[src/rtl/gate_lane_arbiter.sv]
// Round-robin owner of the single parking gate, shared by the entry and exit lanes.
// Sequences open -> pass -> close with a forced close on timeout and keeps lot occupancy.
module gate_lane_arbiter #(
  parameter int CAPACITY     = 8,
  parameter int CNT_W        = 4,
  parameter int OPEN_TIMEOUT = 15
) (
  input  logic             clk,
  input  logic             reset,
  input  logic             req_in,
  input  logic             req_out,
  input  logic             pass_in,
  input  logic             pass_out,
  input  logic             gate_block,
  output logic             grant_in,
  output logic             grant_out,
  output logic             gate_open,
  output logic             gate_close,
  output logic [CNT_W-1:0] occupancy,
  output logic             full,
  output logic             empty,
  output logic             timeout_alarm
);

  localparam int TMR_W = $clog2(OPEN_TIMEOUT);
  localparam logic [TMR_W-1:0] TMR_LAST = TMR_W'(OPEN_TIMEOUT - 1);
  localparam logic [CNT_W-1:0] CNT_CAP  = CNT_W'(CAPACITY);

  typedef enum logic [2:0] {
    ST_IDLE,
    ST_OPEN_IN,
    ST_OPEN_OUT,
    ST_CLOSING,
    ST_BLOCKED
  } state_e;

  typedef enum logic {
    LANE_IN,
    LANE_OUT
  } lane_e;

  state_e           state_q, state_d;
  lane_e            last_q, last_d;
  logic [TMR_W-1:0] timer_q, timer_d;
  logic [CNT_W-1:0] occ_q, occ_d;
  logic             alarm_q, alarm_d;

  logic elig_in;
  logic elig_out;

  assign full      = (occ_q == CNT_CAP);
  assign empty     = (occ_q == '0);
  assign occupancy = occ_q;
  assign elig_in   = req_in && !full;
  assign elig_out  = req_out && !empty;

  // NOTE: every variable gets its default first so no path leaves it unassigned (no latch).
  always_comb begin
    state_d = state_q;
    last_d  = last_q;
    timer_d = timer_q;
    occ_d   = occ_q;
    alarm_d = 1'b0;

    // A block wins over passage and timeout; a coincident passage is dropped.
    if (gate_block) begin
      state_d = ST_BLOCKED;
      timer_d = '0;
    end else begin
      unique case (state_q)
        ST_IDLE: begin
          timer_d = '0;
          if (elig_in && elig_out) begin
            if (last_q == LANE_OUT) begin
              state_d = ST_OPEN_IN;
              last_d  = LANE_IN;
            end else begin
              state_d = ST_OPEN_OUT;
              last_d  = LANE_OUT;
            end
          end else if (elig_in) begin
            state_d = ST_OPEN_IN;
          end else if (elig_out) begin
            state_d = ST_OPEN_OUT;
          end
        end

        ST_OPEN_IN: begin
          if (pass_in) begin
            state_d = ST_CLOSING;
            occ_d   = occ_q + CNT_W'(1);
          end else if (timer_q == TMR_LAST) begin
            state_d = ST_CLOSING;
            alarm_d = 1'b1;
          end else begin
            timer_d = timer_q + TMR_W'(1);
          end
        end

        ST_OPEN_OUT: begin
          if (pass_out) begin
            state_d = ST_CLOSING;
            occ_d   = occ_q - CNT_W'(1);
          end else if (timer_q == TMR_LAST) begin
            state_d = ST_CLOSING;
            alarm_d = 1'b1;
          end else begin
            timer_d = timer_q + TMR_W'(1);
          end
        end

        ST_CLOSING: state_d = ST_IDLE;
        ST_BLOCKED: state_d = ST_IDLE;
        default:    state_d = ST_IDLE;
      endcase
    end
  end

  // NOTE: sequential state uses non-blocking assignments so all flops update together.
  always_ff @(posedge clk) begin
    if (reset) begin
      state_q <= ST_IDLE;
      last_q  <= LANE_OUT;
      timer_q <= '0;
      occ_q   <= '0;
      alarm_q <= 1'b0;
    end else begin
      state_q <= state_d;
      last_q  <= last_d;
      timer_q <= timer_d;
      occ_q   <= occ_d;
      alarm_q <= alarm_d;
    end
  end

  always_comb begin
    grant_in      = 1'b0;
    grant_out     = 1'b0;
    gate_open     = 1'b0;
    gate_close    = 1'b0;
    timeout_alarm = 1'b0;
    unique case (state_q)
      ST_OPEN_IN: begin
        grant_in  = 1'b1;
        gate_open = 1'b1;
      end
      ST_OPEN_OUT: begin
        grant_out = 1'b1;
        gate_open = 1'b1;
      end
      ST_CLOSING: begin
        gate_close    = 1'b1;
        timeout_alarm = alarm_q;
      end
      ST_BLOCKED: gate_close = 1'b1;
      default: ;
    endcase
  end

endmodule
[config.mk]
export PLATFORM = sky130hd
export DESIGN_NAME = gate_lane_arbiter
export DESIGN_NICKNAME = d
export VERILOG_FILES = /design/src/rtl/gate_lane_arbiter.sv
export SDC_FILE = /design/constraint.sdc
export NUM_CORES = 1
export LEC_CHECK = 0
export CORE_MARGIN = 1
export CORE_UTILIZATION = 40
export DETAILED_ROUTE_END_ITERATION = 10
export PLACE_DENSITY = 0.68
export SYNTH_ARGS = -nofsm -noshare
export SYNTH_HDL_FRONTEND = slang
export SYNTH_SLANG_ARGS = --single-unit
[constraint.sdc]
create_clock -name clk -period 1.53 [get_ports clk]
set_input_delay 0.2295 -clock clk [delete_from_list [all_inputs] [get_ports clk]]
set_output_delay 0.2295 -clock clk [all_outputs]
set_load 0.01 [all_outputs]
==> flow_metrics.tcl, run 1 <==
set metrics [dict create \
    status "finished, violations left" \
    violations "setup timing" \
    areaGrowthSynthToFinish_pct 55.9 \
    stdcell_area_um2 1250 \
    synth_common_cells "dfxtp_1 (13), nor2_1 (9)" \
    portBuffers 17 \
    utilization_pct 69.3 \
    grt_max_degree 12 \
    synth_top_cell_by_area "dfxtp_1" \
    vias 841 \
    hpwl_um 1520 \
    gp_congestion 0.813 \
    antenna_found_initial 0 \
    synth_edf_count 0 \
    dieArea_um2 2180 \
    die_w_um 46.7 \
    fin_tns_setup_ns -0.165 \
    synth_seq_cells 13 \
    met2_usage_pct 36.1 \
    rsz0062_at_grt "yes" \
    synth_area_um2 801 \
    fillers 172 \
    peakVddDrop_v 0.000603 \
    placed_area_um2 1170 \
    syn-num-nets 102 \
    finalNetCount 147 \
    grtUsageMet3_pct 5.38 \
    grt_use_total_pct 20.7 \
    drtIter0Drc 6 \
    grt_pass1_wl_um 3190 \
    max_slew.worst_pin.slew_ns 0.381 \
    die_h_um 46.7 \
    synthTopCellsByArea "dfxtp_1 (33%), ha_1 (4.7%), nor2_1 (4.2%)" \
    row_count 15 \
    drc_errors 0 \
    leakage_nw 0.564 \
    core-area_um2 1800 \
    critPathKind "flop to flop" \
    totalWireLength_um 1960 \
    relSlewSlack_pct 74.5 \
    synth_cell_types 36 \
    drv_slew 0 \
    holdPathStages 1 \
    cts.clk_slew.worst_paths_ns 0.08 \
    overflow 0 \
    crit_path_max_incr_delay_ns 0.38 \
    yosysSeqAreaShare_pct 32.5 \
    drt_pass1_iterations 4 \
    ctsHoldBuffers 0 \
    wl_per_cell_um 12.2 \
    yosys_warnings 0 \
    pin_count 18 \
    viasPerCell 5.22 \
    cp_max_fo 7 \
    path_cells "nor3b_4 > xor2_1 > ha_2 > mux2i_1 > or3_1 > a21oi_2" \
    cts_buffers 3 \
    fmax_mhz 617 \
    synth_top_area_share_pct 32.5 \
    clk_latency_ns 0.27 \
    final.setup.worst_slack_ns -0.0896 \
    min_path_type "flop to flop" \
    period_share_pct 106 \
    cts_tree "built" \
    setup_violations 2 \
    avgSynthCellArea_um2 8.70 \
    period_minus_slack_ns 1.62 \
    synth_top_flop_cell "dfxtp_1" \
    start_kind "flop" \
    htreeDepth 1 \
    grt_pass1_vias 775 \
    busiest_layer "met2" \
    cp_data_required_time_ns 1.74 \
    endpoint_kind "flop" \
    ant_nets 0 \
    cp_data_arrival_time_ns 1.83 \
    cp_num_cells 6 \
    syn_inst 92 \
    synth_async_sr_flop_share_pct 0 \
    diodes 0 \
    finClkSkew_ns 0.00304 \
    drive_gt1_share_pct 41.2 \
    maxCapViolCount 0 \
    synth_most_common_cell "dfxtp_1" \
    slowest_stage "dfxtp_4" \
    crit_buf_inv 0 \
    start_util_pct 44.4 \
    cts.sinks 13 \
    worst_path_dominant_cell_family "simple AND/OR/NAND/NOR gates" \
    max-clock-path-buffers 2 \
    holdWs_ns 0.481 \
    rr_worst_depth 6 \
    grt_util_met1_pct 24.8 \
    power.density_nw_per_um2 542 \
    hold_violations 0 \
    cts_root_buf "clkbuf_4" \
    pre_cts_slack_ns -0.169 \
]
==> where the power goes <==
group,internal (W),total [W],switching [W]
clock network,0.000101,0.000214,0.000113
logic,0.0000696,0.000119,0.0000490
registers,0.000340,0.000345,0.00000436
==> placed cells by master, fill, tap and decap left out, types with 3 or more instances in the layout <==
cell / instances
nand2b_1: 5
buf_4: 27
clkdlybuf4s50_1: 7
buf_2: 3
nand3_1: 5
inv_1: 4
dfxtp_1: 9
dfxtp_2: 3
nor2_1: 8
o21ai_0: 5
dlymetal6s2s_1: 3
a21oi_1: 4
or3_1: 3
clkbuf_4: 3
clkbuf_2: 3
==> cell families after synthesis <==
kind of cell               after synthesis  share of synthesized area, %
AOI/OAI and AO/OA                       23                          19.8
buffers and inverters                    8                          5.31
DFF                                     13                          32.5
adders and majority gates                3                          4.69
and+or+nand+nor                         38                          28.6
xor gates and xnor gates                 3                          3.28
muxes                                    4                          5.78
==> metal layers <==
metal / wire length [um] / part of all wire (%)
met5: 0 / 0
met4: 15 / 0.77
met3: 61 / 3.1
met2: 1020 / 52
met1: 856 / 44
==> timing repair <==
| action | CTS | global route |
|---|---|---|
| endpoints found under the setup margin | 14 | 17 |
| pin swaps | 0 | 3 |
| resized for setup | 20 | 20 |
| buffers inserted | 1 | 1 |
==> worst register-to-register path, stage by stage (launching register included) <==
cell	delay, ns
dfxtp_4	0.38
nor3b_4	0.27
xor2_1	0.18
ha_2	0.20
mux2i_1	0.08
or3_1	0.33
a21oi_2	0.12
==> registers in the layout, summed over array words and instances (netlist names) <==
| signal | count |
|---|---|
| alarm_q | 1 |
| last_q | 1 |
| occupancy | 4 |
| state_q | 3 |
| timer_q | 4 |
==> per-stage QoR <==
stage,cells,power (W)
floorplan,92,0.000398
global placement,155,0.000462
detailed placement,155,0.000464
CTS,160,0.000676
global route,161,0.000709
finish,161,0.000677
==> final timing paths <==
check,slack (ns),from,end
min,0.48,timer_q[0],timer_q[0]
max reg2reg,-0.09,state_q[0],occupancy[2]
min reg2reg,0.48,timer_q[0],timer_q[0]
max,-0.09,state_q[0],occupancy[2]
==> layout make-up <==
cell class	count	area [um^2]	area share [%]
clock buffer	4	26.3	2.10
sequential	13	268	21.4
multi-input combinational	71	559	44.8
inverter	4	15.0	1.20
timing repair buffer	44	349	28.0
tap	25	31.3	2.51
(Power assumes the default switching activity.)
==> inputs of run 2 (changes only) <==
--- a/config.mk
+++ b/config.mk
@@ -5,10 +5,12 @@
 export SDC_FILE = /design/constraint.sdc
 export NUM_CORES = 1
 export LEC_CHECK = 0
+export CELL_PAD_IN_SITES_DETAIL_PLACEMENT = 1
+export CELL_PAD_IN_SITES_GLOBAL_PLACEMENT = 2
 export CORE_MARGIN = 1
-export CORE_UTILIZATION = 40
+export CORE_UTILIZATION = 26
 export DETAILED_ROUTE_END_ITERATION = 10
-export PLACE_DENSITY = 0.68
+export PLACE_DENSITY_LB_ADDON = 0.1
 export SYNTH_ARGS = -nofsm -noshare
 export SYNTH_HDL_FRONTEND = slang
 export SYNTH_SLANG_ARGS = --single-unit
==> flow_metrics.tcl, run 2 (synthesis results as in run 1) <==
set metrics [dict create \
    cts.sinks 13 \
    grt_pass1_vias 895 \
    ant_nets 0 \
    start_kind "flop" \
    layout_commonest_cell "buf_4" \
    grt_max_degree 14 \
    areaGrowthSynthToFinish_pct 63.8 \
    viasPerCell 5.01 \
    die_w_um 57.5 \
    rsz0062_at_grt "yes" \
    critPathKind "flop to flop" \
    min_path_type "flop to flop" \
    leakage_nw 0.539 \
    drv_slew 0 \
    cp_data_required_time_ns 1.75 \
    cts_tree "built" \
    wl_per_cell_um 14.3 \
    gp_congestion 0.741 \
    period_share_pct 108 \
    vias 847 \
    status "finished, violations left" \
    dieArea_um2 3310 \
    finClkSkew_ns 0.00292 \
    ctsHoldBuffers 0 \
    drc_errors 2 \
    reg2reg_from "state_q[0]" \
    violations "DRC, setup timing" \
    placed_area_um2 1170 \
    hp-start "timer_q[0]" \
    cp_max_fo 4 \
    start_util_pct 28.3 \
    die_h_um 57.5 \
    drtIter0Drc 29 \
    pin_count 18 \
    period_minus_slack_ns 1.65 \
    relSlewSlack_pct 76.4 \
    totalWireLength_um 2420 \
    finalNetCount 149 \
    overflow 0 \
    holdWs_ns 0.497 \
    grt_pass1_wl_um 4130 \
    rr_worst_depth 7 \
    most-common-layout-cells "buf_4 (25), nor2_1 (9), dfxtp_1 (9), clkdlybuf4s50_1 (7)" \
    maxCapViolCount 0 \
    final.setup.worst_slack_ns -0.123 \
    cts_root_buf "clkbuf_4" \
    core-area_um2 2830 \
    cts_buffers 3 \
    power.density_nw_per_um2 533 \
    grt_use_total_pct 16.8 \
    met3_length_um 69 \
    max-clock-path-buffers 2 \
    rrSetupSlack_ns -0.12 \
    fmax_mhz 605 \
    clk_latency_ns 0.28 \
    max_slew.worst_pin.slew_ns 0.352 \
    diodes 0 \
    drive_gt1_share_pct 44.9 \
    endpoint_kind "flop" \
    htreeDepth 1 \
    cts.clk_slew.worst_paths_ns 0.09 \
    setup_violations 6 \
    wl_met1_um 1150 \
    holdPathStages 1 \
    hold_end "timer_q[0]" \
    top_layer "met4" \
    peakVddDrop_v 0.000288 \
    antenna_found_initial 0 \
    stdcell_area_um2 1310 \
    rr_endpoint "occupancy[2]" \
    hpwl_um 1880 \
    drt_pass1_iterations 7 \
    hold_violations 0 \
    wl_met2_um 1170 \
    portBuffers 17 \
    row_count 19 \
    cp_data_arrival_time_ns 1.87 \
]
-- run 2: cell types whose count changed in the layout (fill, tap and decap cells not counted), moves of 2 or more --
cell            before  now
nand3_2              0    2
nand3_1              5    3
dlygate4sd2_1        1    3
buf_4               27   25
buf_2                3    5
clkbuf_2             3    0
buf_6                0    5
dlymetal6s2s_1       3    0
-- run 2: stage by stage --
step                setup WS (ns)  util [%]  std cells  setup TNS [ns]  power, W
detailed placement         -0.219      41.4        160           -1.92  0.000467
global route               -0.203      46.4        169           -1.05  0.000738
floorplan                  -0.129         -         92          -0.136  0.000398
global placement           -0.184      41.4        160           -1.72  0.000466
CTS                        -0.143      45.5        169          -0.644  0.000712
finish                     -0.123      46.4        169          -0.391  0.000698
-- run 2: what timing repair did --
action	in CTS	in global routing
gates resized for setup	44	9
gates cloned	0	0
setup endpoints to repair	19	15
buffers inserted	5	0
pin swaps	6	5
-- run 2: metal layers --
metal	vias to the layer above	GRT usage [%]
met5	-	0
met1	400	21.1
li1	429	-
met4	0	7.32
met2	14	28.2
met3	4	2.72
-- run 2: where the power goes --
part | switching [W] | leakage [nW] | internal (W) | total (W)
Combinational | 0.0000558 | 0.416 | 0.0000757 | 0.000132
Clock | 0.000122 | 0.0150 | 0.000101 | 0.000223
Sequential | 0.00000408 | 0.107 | 0.000339 | 0.000344
Total | 0.000182 | 0.539 | 0.000516 | 0.000698
-- run 2: worst max-delay path: stages, from the launching register on --
cell,delay [ns]
dfxtp_4,0.37
nor3b_4,0.21
buf_6,0.14
xor2_1,0.15
ha_2,0.20
mux2i_1,0.09
or3_1,0.31
a21oi_1,0.13
-- run 2: how the worst max path moves through the flow --
stage / start / to / slack (ns)
2_1_floorplan: state_q[2] / occupancy[2] / -0.13
3_3_place_gp: gate_block / timer_q[2] / -0.18
3_5_place_dp: pass_out / timer_q[3] / -0.22
4_1_cts: state_q[0] / occupancy[2] / -0.14
5_1_grt: state_q[0] / occupancy[2] / -0.20
6_report: state_q[0] / occupancy[2] / -0.12
-- run 2: area by class of cell --
type	count	area, um^2
Clock buffer	4	26.3
Multi-Input combinational cell	71	584
Sequential cell	13	270
Inverter	4	15.0
Timing Repair Buffer	46	377
Tap cell	31	38.8
Fill cell	341	1520
